===== src/rtl/sprite_compositor.sv =====
// Sprite compositor: latches the game-logic sprite state once per frame into
// shadow registers, resolves per-pixel sprite hits by priority and emits a
// 12-bit RGB colour through a fixed two-stage pipeline.
// Optional build macro: DEATH_FLASH_EN enables the post-death pacman flash.
module sprite_compositor #(
  parameter int unsigned SPRITE_SIZE  = 16,
  parameter int unsigned DEATH_FRAMES = 120,
  parameter int unsigned FLASH_PERIOD = 8,
  parameter logic [11:0] BG_COLOR     = 12'h000,
  parameter logic [11:0] PACMAN_COLOR = 12'hFF0,
  parameter logic [11:0] BLINKY_COLOR = 12'hF00,
  parameter logic [11:0] PINKY_COLOR  = 12'hF8C,
  parameter logic [11:0] INKY_COLOR   = 12'h0FF,
  parameter logic [11:0] CLYDE_COLOR  = 12'hF80
) (
  input  logic        clk,
  input  logic        rst,
  input  logic        frame_start,
  input  logic        pixel_valid,
  input  logic [10:0] pixel_x,
  input  logic [9:0]  pixel_y,
  input  logic [10:0] pacman_pos_x,
  input  logic [9:0]  pacman_pos_y,
  input  logic [10:0] blinky_pos_x,
  input  logic [9:0]  blinky_pos_y,
  input  logic [10:0] pinky_pos_x,
  input  logic [9:0]  pinky_pos_y,
  input  logic [10:0] inky_pos_x,
  input  logic [9:0]  inky_pos_y,
  input  logic [10:0] clyde_pos_x,
  input  logic [9:0]  clyde_pos_y,
  input  logic [3:0]  pacman_moving_dir,
  input  logic        pacman_is_dead,
  output logic [11:0] rgb,
  output logic        rgb_valid
);

  // Sprite slot indices inside the packed position arrays.
  localparam int unsigned IdxPac    = 0;
  localparam int unsigned IdxBlinky = 1;
  localparam int unsigned IdxPinky  = 2;
  localparam int unsigned IdxInky   = 3;
  localparam int unsigned IdxClyde  = 4;

  // Extents computed one bit wider than the coordinates so that sprites near
  // the right/bottom edge do not wrap around to column/row zero.
  localparam logic [11:0] SizeX = 12'(SPRITE_SIZE);
  localparam logic [10:0] SizeY = 11'(SPRITE_SIZE);

  // Mouth notch bounds in local sprite coordinates.
  localparam logic [10:0] NotchFarLo  = 11'(SPRITE_SIZE - 4);
  localparam logic [10:0] NotchFarHi  = 11'(SPRITE_SIZE - 1);
  localparam logic [10:0] NotchNearLo = 11'd0;
  localparam logic [10:0] NotchNearHi = 11'd3;
  localparam logic [10:0] NotchMidLo  = 11'(SPRITE_SIZE / 2 - 2);
  localparam logic [10:0] NotchMidHi  = 11'(SPRITE_SIZE / 2 + 1);

  localparam logic [3:0] DirRight = 4'b0001;
  localparam logic [3:0] DirUp    = 4'b0010;
  localparam logic [3:0] DirDown  = 4'b0100;
  localparam logic [3:0] DirLeft  = 4'b1000;

  function automatic logic sprite_hit(input logic [10:0] px, input logic [9:0] py,
                                      input logic [10:0] sx, input logic [9:0] sy);
    logic [11:0] x_end;
    logic [10:0] y_end;
    x_end = {1'b0, sx} + SizeX;
    y_end = {1'b0, sy} + SizeY;
    return (px >= sx) && (py >= sy) && ({1'b0, px} < x_end) && ({1'b0, py} < y_end);
  endfunction

  function automatic logic in_rng(input logic [10:0] v, input logic [10:0] lo,
                                  input logic [10:0] hi);
    return (v >= lo) && (v <= hi);
  endfunction

  // ---------------------------------------------------------------------------
  // Shadow registers
  // ---------------------------------------------------------------------------
  logic [4:0][10:0] pos_x_in, sx_q, sx_d;
  logic [4:0][9:0]  pos_y_in, sy_q, sy_d;
  logic [3:0]       dir_q, dir_d;
  logic             shadow_valid_q, shadow_valid_d;

  assign pos_x_in = {clyde_pos_x, inky_pos_x, pinky_pos_x, blinky_pos_x, pacman_pos_x};
  assign pos_y_in = {clyde_pos_y, inky_pos_y, pinky_pos_y, blinky_pos_y, pacman_pos_y};

  // Capture the sprite state once per frame so a frame never tears mid-draw.
  always_comb begin
    sx_d           = sx_q;
    sy_d           = sy_q;
    dir_d          = dir_q;
    shadow_valid_d = shadow_valid_q;
    if (frame_start) begin
      sx_d           = pos_x_in;
      sy_d           = pos_y_in;
      dir_d          = pacman_moving_dir;
      shadow_valid_d = 1'b1;
    end
  end

  // Shadow state register.
  always_ff @(posedge clk) begin
    if (rst) begin
      sx_q           <= '0;
      sy_q           <= '0;
      dir_q          <= '0;
      shadow_valid_q <= 1'b0;
    end else begin
      sx_q           <= sx_d;
      sy_q           <= sy_d;
      dir_q          <= dir_d;
      shadow_valid_q <= shadow_valid_d;
    end
  end

  // ---------------------------------------------------------------------------
  // Death flash
  // ---------------------------------------------------------------------------
  logic pac_visible;

`ifdef DEATH_FLASH_EN
  localparam int unsigned CntW = $clog2(DEATH_FRAMES + 1);
  localparam int unsigned PhW  = $clog2(FLASH_PERIOD + 1);

  logic [CntW-1:0] death_cnt_q, death_cnt_d;
  logic [PhW-1:0]  phase_cnt_q, phase_cnt_d, phase_inc;
  logic            flash_phase_q, flash_phase_d;

  // Advance the flash sequence once per frame; a new death only arms once the
  // previous sequence has fully expired.
  always_comb begin
    death_cnt_d   = death_cnt_q;
    phase_cnt_d   = phase_cnt_q;
    flash_phase_d = flash_phase_q;
    phase_inc     = phase_cnt_q + PhW'(1);
    if (frame_start) begin
      if (pacman_is_dead && (death_cnt_q == '0)) begin
        death_cnt_d   = CntW'(DEATH_FRAMES);
        phase_cnt_d   = '0;
        flash_phase_d = 1'b0;
      end else if (death_cnt_q != '0) begin
        death_cnt_d = death_cnt_q - CntW'(1);
        if (phase_inc == PhW'(FLASH_PERIOD)) begin
          phase_cnt_d   = '0;
          flash_phase_d = ~flash_phase_q;
        end else begin
          phase_cnt_d = phase_inc;
        end
      end
    end
  end

  // Flash counter registers.
  always_ff @(posedge clk) begin
    if (rst) begin
      death_cnt_q   <= '0;
      phase_cnt_q   <= '0;
      flash_phase_q <= 1'b0;
    end else begin
      death_cnt_q   <= death_cnt_d;
      phase_cnt_q   <= phase_cnt_d;
      flash_phase_q <= flash_phase_d;
    end
  end

  assign pac_visible = !((death_cnt_q != '0) && flash_phase_q);
`else
  logic unused_dead;
  assign unused_dead = pacman_is_dead;
  assign pac_visible = 1'b1;
`endif

  // ---------------------------------------------------------------------------
  // Stage 1: hit and notch detection
  // ---------------------------------------------------------------------------
  logic [4:0]  hit_raw, hit_d, hit_q;
  logic        notch_d, notch_q;
  logic        valid1_q;
  logic [10:0] lx, ly;

  // Per-sprite bounding-box test against the current shadow positions.
  always_comb begin
    hit_raw = '0;
    for (int i = 0; i < 5; i++) begin
      hit_raw[i] = sprite_hit(pixel_x, pixel_y, sx_q[i], sy_q[i]);
    end
    hit_d         = shadow_valid_q ? hit_raw : '0;
    hit_d[IdxPac] = hit_d[IdxPac] & pac_visible;
  end

  // Mouth notch in pacman-local coordinates; non-one-hot directions draw no notch.
  always_comb begin
    lx      = pixel_x - sx_q[IdxPac];
    ly      = {1'b0, pixel_y - sy_q[IdxPac]};
    notch_d = 1'b0;
    case (dir_q)
      DirRight: notch_d = in_rng(lx, NotchFarLo, NotchFarHi) &&
                          in_rng(ly, NotchMidLo, NotchMidHi);
      DirLeft:  notch_d = in_rng(lx, NotchNearLo, NotchNearHi) &&
                          in_rng(ly, NotchMidLo, NotchMidHi);
      DirUp:    notch_d = in_rng(ly, NotchNearLo, NotchNearHi) &&
                          in_rng(lx, NotchMidLo, NotchMidHi);
      DirDown:  notch_d = in_rng(ly, NotchFarLo, NotchFarHi) &&
                          in_rng(lx, NotchMidLo, NotchMidHi);
      default:  notch_d = 1'b0;
    endcase
  end

  // Stage 1 pipeline register.
  always_ff @(posedge clk) begin
    if (rst) begin
      hit_q    <= '0;
      notch_q  <= 1'b0;
      valid1_q <= 1'b0;
    end else begin
      hit_q    <= hit_d;
      notch_q  <= notch_d;
      valid1_q <= pixel_valid;
    end
  end

  // ---------------------------------------------------------------------------
  // Stage 2: priority colour resolve
  // ---------------------------------------------------------------------------
  logic [11:0] color, rgb_d, rgb_q;
  logic        valid2_q;

  // Ghosts always draw over pacman; rgb holds when no pixel is in flight.
  always_comb begin
    if (hit_q[IdxBlinky]) begin
      color = BLINKY_COLOR;
    end else if (hit_q[IdxPinky]) begin
      color = PINKY_COLOR;
    end else if (hit_q[IdxInky]) begin
      color = INKY_COLOR;
    end else if (hit_q[IdxClyde]) begin
      color = CLYDE_COLOR;
    end else if (hit_q[IdxPac] && !notch_q) begin
      color = PACMAN_COLOR;
    end else begin
      color = BG_COLOR;
    end
    rgb_d = valid1_q ? color : rgb_q;
  end

  // Stage 2 pipeline register.
  always_ff @(posedge clk) begin
    if (rst) begin
      rgb_q    <= '0;
      valid2_q <= 1'b0;
    end else begin
      rgb_q    <= rgb_d;
      valid2_q <= valid1_q;
    end
  end

  assign rgb       = rgb_q;
  assign rgb_valid = valid2_q;

endmodule


===== config.mk =====
export PLATFORM = sky130hd
export DESIGN_NAME = sprite_compositor
export DESIGN_NICKNAME = d
export VERILOG_FILES = /design/src/rtl/sprite_compositor.sv
export SDC_FILE = /design/constraint.sdc
export NUM_CORES = 1
export LEC_CHECK = 0
export ABC_CLOCK_PERIOD_IN_PS = 2800
export CORE_ASPECT_RATIO = 0.6
export CORE_UTILIZATION = 35
export DETAILED_ROUTE_END_ITERATION = 6
export MAX_ROUTING_LAYER = met4
export PLACE_DENSITY = 0.66
export SLEW_MARGIN = 5
export SYNTH_ARGS = -nofsm -noshare
export SYNTH_HDL_FRONTEND = slang
export SYNTH_SLANG_ARGS = --single-unit

===== constraint.sdc =====
create_clock -name clk -period 2.8 [get_ports clk]
set_input_delay 0.56 -clock clk [delete_from_list [all_inputs] [get_ports clk]]
set_output_delay 0.56 -clock clk [all_outputs]
set_load 0.05 [all_outputs]

; ---- Yosys cells after proc, flatten, opt, wreduce, memory -nomap -nowiden
; Index checks and enable logic that the tools add are counted.
[classes]
add_sub_neg = 12
order_cmp = 31
eq_ne = 4
muxes = 6
bitwise_logic = 1
n_reduce_logical = 27
[ops]
columns = cell, count
row1 = 11-bit by 5-bit adder with 12-bit output (second input constant), 5
row2 = 11-bit by 12-bit < comparator with 1-bit output, 5
row3 = 12-bit 2-to-1 mux, 5
row4 = 10-bit by 5-bit adder with 11-bit output (second input constant), 5
row5 = 11-bit greater-or-equal comparator, 5
row6 = 10-bit by 11-bit < comparator with 1-bit output, 5
row7 = 10-bit greater-or-equal comparator, 5
row8 = 1-bit logical AND, 25
row9 = 11-bit by 4-bit <= comparator with 1-bit output (second input constant), 2
row10 = 10-bit by 4-bit <= comparator with 1-bit output (second input constant), 2
row11 = 11-bit by 1-bit greater-or-equal comparator with 1-bit output (second input constant), 1
row12 = 11-bit by 3-bit greater-or-equal comparator with 1-bit output (second input constant), 1
row13 = 11-bit by 4-bit greater-or-equal comparator with 1-bit output (second input constant), 1
row14 = 11-bit by 2-bit <= comparator with 1-bit output (second input constant), 1
row15 = 11-bit subtractor, 1
row16 = 10-bit by 3-bit greater-or-equal comparator with 1-bit output (second input constant), 1
row17 = 10-bit by 4-bit greater-or-equal comparator with 1-bit output (second input constant), 1
row18 = 10-bit by 2-bit <= comparator with 1-bit output (second input constant), 1
row19 = 10-bit subtractor, 1
row20 = 4-bit by 1-bit == test with 1-bit output (second input constant), 1
row21 = 4-bit by 2-bit == test with 1-bit output (second input constant), 1
row22 = 4-bit by 3-bit == test with 1-bit output (second input constant), 1
row23 = 4-bit == test (second input constant), 1
row24 = 1-bit one-hot mux with 4 select lines, 1
row25 = 3 further kinds, 3
[totals]
regBits = 130
input_bits = 135
out_inout_bits = 13
word_cells = 98

; ---- Longest topological paths before layout
[logic_depth]
depth_word = 7
depth_mapped = 11
depth_no_buf = 11

; ---- Least setup slack after synthesis
; OpenSTA, ideal clock, no wires.
[synth_timing]
path_type = input -> register
startpoint = input port pixel_x[0]
endpoint = register notch_q
setup_ns = 0.088
arrival_time_ns = 2.730
required_time_ns = 2.712
path_slack_ns = -0.018
path_stages = 9
n_path_buf = 0
cell_sequence = inv_1 -> ha_1 -> fa_1 -> nand2b_2 -> a211o_1 -> a31oi_1 -> xnor2_1 -> or4_1 -> nor4_2
[synth_via]
elab_chain_cells = 5
elab_cells_between_ends = 15
cone_classes = 1 x add/sub / 6 x order compare / 1 x mux / 7 x reduce/logical
[synth_lines]
columns = item, line
row1 = "start, declared", 20  ; input logic [10:0] pixel_x,
row2 = 11-bit subtractor (*), 194  ; lx = pixel_x - sx_q[IdxPac];
row3 = 11-bit by 3-bit greater-or-equal comparator with 1-bit output (tied with other cells), 74  ; return (v >= lo) && (v <= hi);
row4 = 1-bit logical AND, 74
row5 = "1-bit logical AND, on equally long branches", -
row6 = 1-bit one-hot mux with 4 select lines (*), 197  ; case (dir_q)
row7 = "end signal, assigned", 218  ; notch_q <= notch_d;
row8 = "end, declared", 178  ; logic notch_d, notch_q;
; Every way passes the cells marked *; elsewhere a longest branch is shown, timed or not.
; A chain may end at the register's enable or synchronous reset.

; ---- Worst setup path in the final report
[layout_timing]
startpoint = input port pixel_y[0]
endpoint = register notch_q
[layout_via]
elab_chain_cells = 5
elab_cells_between_ends = 13
cone_classes = 1 x add/sub / 5 x order compare / 1 x mux / 6 x reduce/logical
[layout_lines]
columns = item, line
row1 = "start, declared", 21  ; input logic [9:0] pixel_y,
row2 = 10-bit subtractor (*), 195  ; ly = {1'b0, pixel_y - sy_q[IdxPac]};
row3 = 10-bit by 4-bit greater-or-equal comparator with 1-bit output (tied with other cells), 74
row4 = 1-bit logical AND, 74
row5 = "1-bit logical AND, on equally long branches", "204, 198, 200"
row6 = 1-bit one-hot mux with 4 select lines (*), 197
; Marked as above.

==> qor.txt <==
Post-Syn Nets -> 1477
xor/xnor share of the synthesized area -> 4.39%
Die Ht -> 133 um
CTS sink cnt -> 123
Sw Pwr -> 1.81 mW
Reg power frac -> 32.4%
P_leak -> 5.76 nW
EDFF count, synth -> 0
Max-cap violations -> 0
Core ar. -> 27800 sq um
Clk Latency, worst-skew pair -> 0.44 ns
final hold viol count -> 0
largest vdd supply drop -> 0.281 mV
skew final -> 0.00833 ns
Seq/Total Area, Yosys -> 24.7%
DP Area -> 12600 sq um
Tcrit/Tclk final -> 98.8%
clock power share -> 40.0%
RSZ-0062 raised after global routing -> true
synthesized area per cell -> 8.59 sq um
HP Start -> shadow_valid_q$_SDFFE_PP0P_
Synth area leaders -> dfxtp_1, ha_1, mux2i_1
number of nets in the layout -> 1708
#FFs+latches synth -> 123
Final min period -> 2.77 ns
Setup CP Type -> primary input to register
Final Max Slew Viols -> 0
Netlist cell types -> 64
Reg2Reg Depth -> 7
Compound-Gate Fraction of Synth Area -> 13.6%
most instantiated cells after synthesis -> ha_1, nor2_1, dfxtp_1, inv_1, mux2i_1
Worst EP required -> 3.16 ns
post-layout instance area -> 13300 sq um
Hold EP -> shadow_valid_q$_SDFFE_PP0P_
share of post-route cells with drive strength above 1 -> 11.3%
die area -> 29200 sq um
crit-path max cell delay -> 0.53 ns
CTS root buffer -> clkbuf_16
FMAX -> 361 MHz
post-synth top area cell -> dfxtp_1
largest net degree at the start of global routing -> 51
hold_ws -> 0.463 ns
Initial Util -> 35.9%
ANT nets after route -> 0
Reg clk slew, reported paths -> 0.06 ns
Logic pwr share -> 27.6%
adder-cell share of the synthesized area -> 23.0%
pwr/cell area -> 453 nW/um^2
Post-Route WL -> 30000 um
fraction of the mapped netlist area in simple logic gates -> 16.5%
FF-to-FF End -> hit_q[2]$_SDFF_PP0_
Net Sw Frac -> 30.1%
clock tree buffer depth -> 2
R2R Setup Slk -> 0.22 ns
largest family of logic cells by synthesized area -> adder cells
Slew @ Worst Pin -> 0.556 ns
element type at the critical path end -> register
RePlAce Congestion -> 0.925
post-synthesis mux area share -> 11.6%
I/O Pins -> 148
failing checks -> design-rule violations
CTS Buf Count -> 17
DRT Pass-1 Iters -> 7
Syn. warnings -> 0
Avg WL per Cell -> 16.9 um
residual DRC count -> 12
fraction of registers with async set/reset -> 0%
Synth Cell Area -> 9970 sq um
vias per cell -> 5.16
Most used DFF post-synth -> dfxtp_1
HPWL after DPL -> 24300 um
crit path cell chain -> clkdlybuf4s50_1 -> inv_2 -> ha_2 -> fa_2 -> or2b_1 -> a21oi_2 -> mux2i_1 -> nand3_1 -> or4_4 -> nor4_4
H-tree levels -> 4
Die Width -> 220 um
Area Growth Syn to Fin -> 33.3%
worst hold-check path type -> register to register
reg2reg start -> sy_q[24]$_SDFFE_PP0P_
total global routing overflow -> 0
via count -> 9137
CTS tree -> done
top-count cell post-synth -> ha_1
Arr. time, crit path -> 3.12 ns
Post-Synthesis Cells -> 1160
Setup violations, final -> 0
relative slew slack -> 62.9%
row count -> 47
vias in the first global route -> 8849
Int Pwr -> 4.21 mW
Crit Path Max Fanout -> 2
DRT iter0 DRCs -> 638
IO Port Bufs -> 146
CP max stage cell -> or4_4
first-pass GRT wire length -> 47300 um
GR Util All Layers -> 21.6%
post-synth top area share -> 24.7%
status -> finished, violations left
antenna violations before repair -> 1
Post-Route Utilization -> 47.9%
critical path startpoint category -> primary input
WHS Path Cells -> 2
power by group through the flow:
stage | logic, mW | registers, mW | clock network [mW]
2_1_floorplan | 0.938 | 1.95 | 0
3_3_place_gp | 1.58 | 1.98 | 0
3_5_place_dp | 1.61 | 1.98 | 0
4_1_cts | 1.64 | 1.95 | 2.48
5_1_grt | 1.84 | 1.96 | 2.53
6_report | 1.66 | 1.95 | 2.41
logic make-up after synthesis:
logic type / after synthesis
AO/OA/AOI/OAI: 199
XOR/XNOR: 50
adder cells (fa/ha/maj): 182
buffers and inverters: 157
flip-flops: 123
multiplexers: 116
AND/OR/NAND/NOR: 333
repair_timing:
action / CTS / global route
buffers inserted: 0 / 1
endpoints found under the setup margin: 1 / 2
hold endpoints to repair: 0 / 0
hold buffers: 0 / 0
pin swaps: 4 / 8
resized for setup: 7 / 12
state kept, by name, indices dropped and copies added, names as in the netlist:
| signal | flops |
|---|---|
| sx_q | 55 |
| sy_q | 50 |
| hit_q | 5 |
| rgb | 5 |
| dir_q | 4 |
| notch_q | 1 |
| rgb_valid | 1 |
| shadow_valid_q | 1 |
| valid1_q | 1 |
routing by layer:
metal / up-vias / global-route usage, % / part of all wire [%]
met2: 246 / 29.9 / 41
met1: 4273 / 31.2 / 51
met5: - / - / 0
li1: 4595 / - / -
met3: 23 / 5.08 / 6.9
met4: 0 / 5.13 / 1.3
cells in the final DEF (no fill, tap or decap), types with 7 or more instances in the layout:
master           instances
dfxtp_1                123
xnor2_1                 47
nand2_1                 27
a211oi_1                10
a21oi_1                 44
buf_4                   95
nand4_1                 17
o21a_1                  24
a21o_1                  12
o2111ai_1               11
o211ai_1                11
nor2_1                 141
mux2i_1                116
nand2b_1                17
nor2b_1                 17
ha_1                   177
nand3_1                 42
clkdlybuf4s50_1        142
o21ai_0                 32
nor3_1                  18
nor4_1                   9
a31oi_1                  7
inv_1                  121
or4_1                    8
clkbuf_16               17
final cells by class:
class / instances / area (sq um)
multi-input combinational: 880 / 6980
timing repair buffer: 246 / 2290
antenna: 1 / 2.50
sequential: 123 / 2460
fill: 2662 / 14500
tap: 367 / 459
clock inverter: 13 / 191
inverter: 123 / 462
clock buffer: 19 / 443
worst max-delay path, delay by kind of cell:
family          cells  cell delay [ns]
simple gates        4             1.12
buf+inv             2             0.53
fa+ha+maj           2             0.50
mux                 1             0.23
compound gates      1             0.18
metrics by stage:
stage / setup slack (ns) / setup TNS (ns) / power, mW / std cells
2_1_floorplan: 0.0153 / 0 / 2.89 / 1160
3_3_place_gp: -0.567 / -1.17 / 3.56 / 1738
3_5_place_dp: -0.612 / -1.24 / 3.60 / 1738
4_1_cts: 0.0176 / 0 / 6.06 / 1770
5_1_grt: -0.0418 / -0.0418 / 6.33 / 1772
6_report: 0.0322 / 0 / 6.02 / 1772
worst max path at each step:
stage	slack [ns]	endpoint	startpoint
5_1_grt	-0.04	notch_q$_SDFF_PP0_	pixel_y[0]
6_report	0.03	notch_q$_SDFF_PP0_	pixel_y[0]
3_5_place_dp	-0.61	notch_q$_SDFF_PP0_	pixel_x[1]
2_1_floorplan	0.02	notch_q$_SDFF_PP0_	pixel_x[0]
4_1_cts	0.02	notch_q$_SDFF_PP0_	pixel_x[0]
3_3_place_gp	-0.57	notch_q$_SDFF_PP0_	pixel_x[1]
No activity file was read; power rests on OpenSTA's default activity.
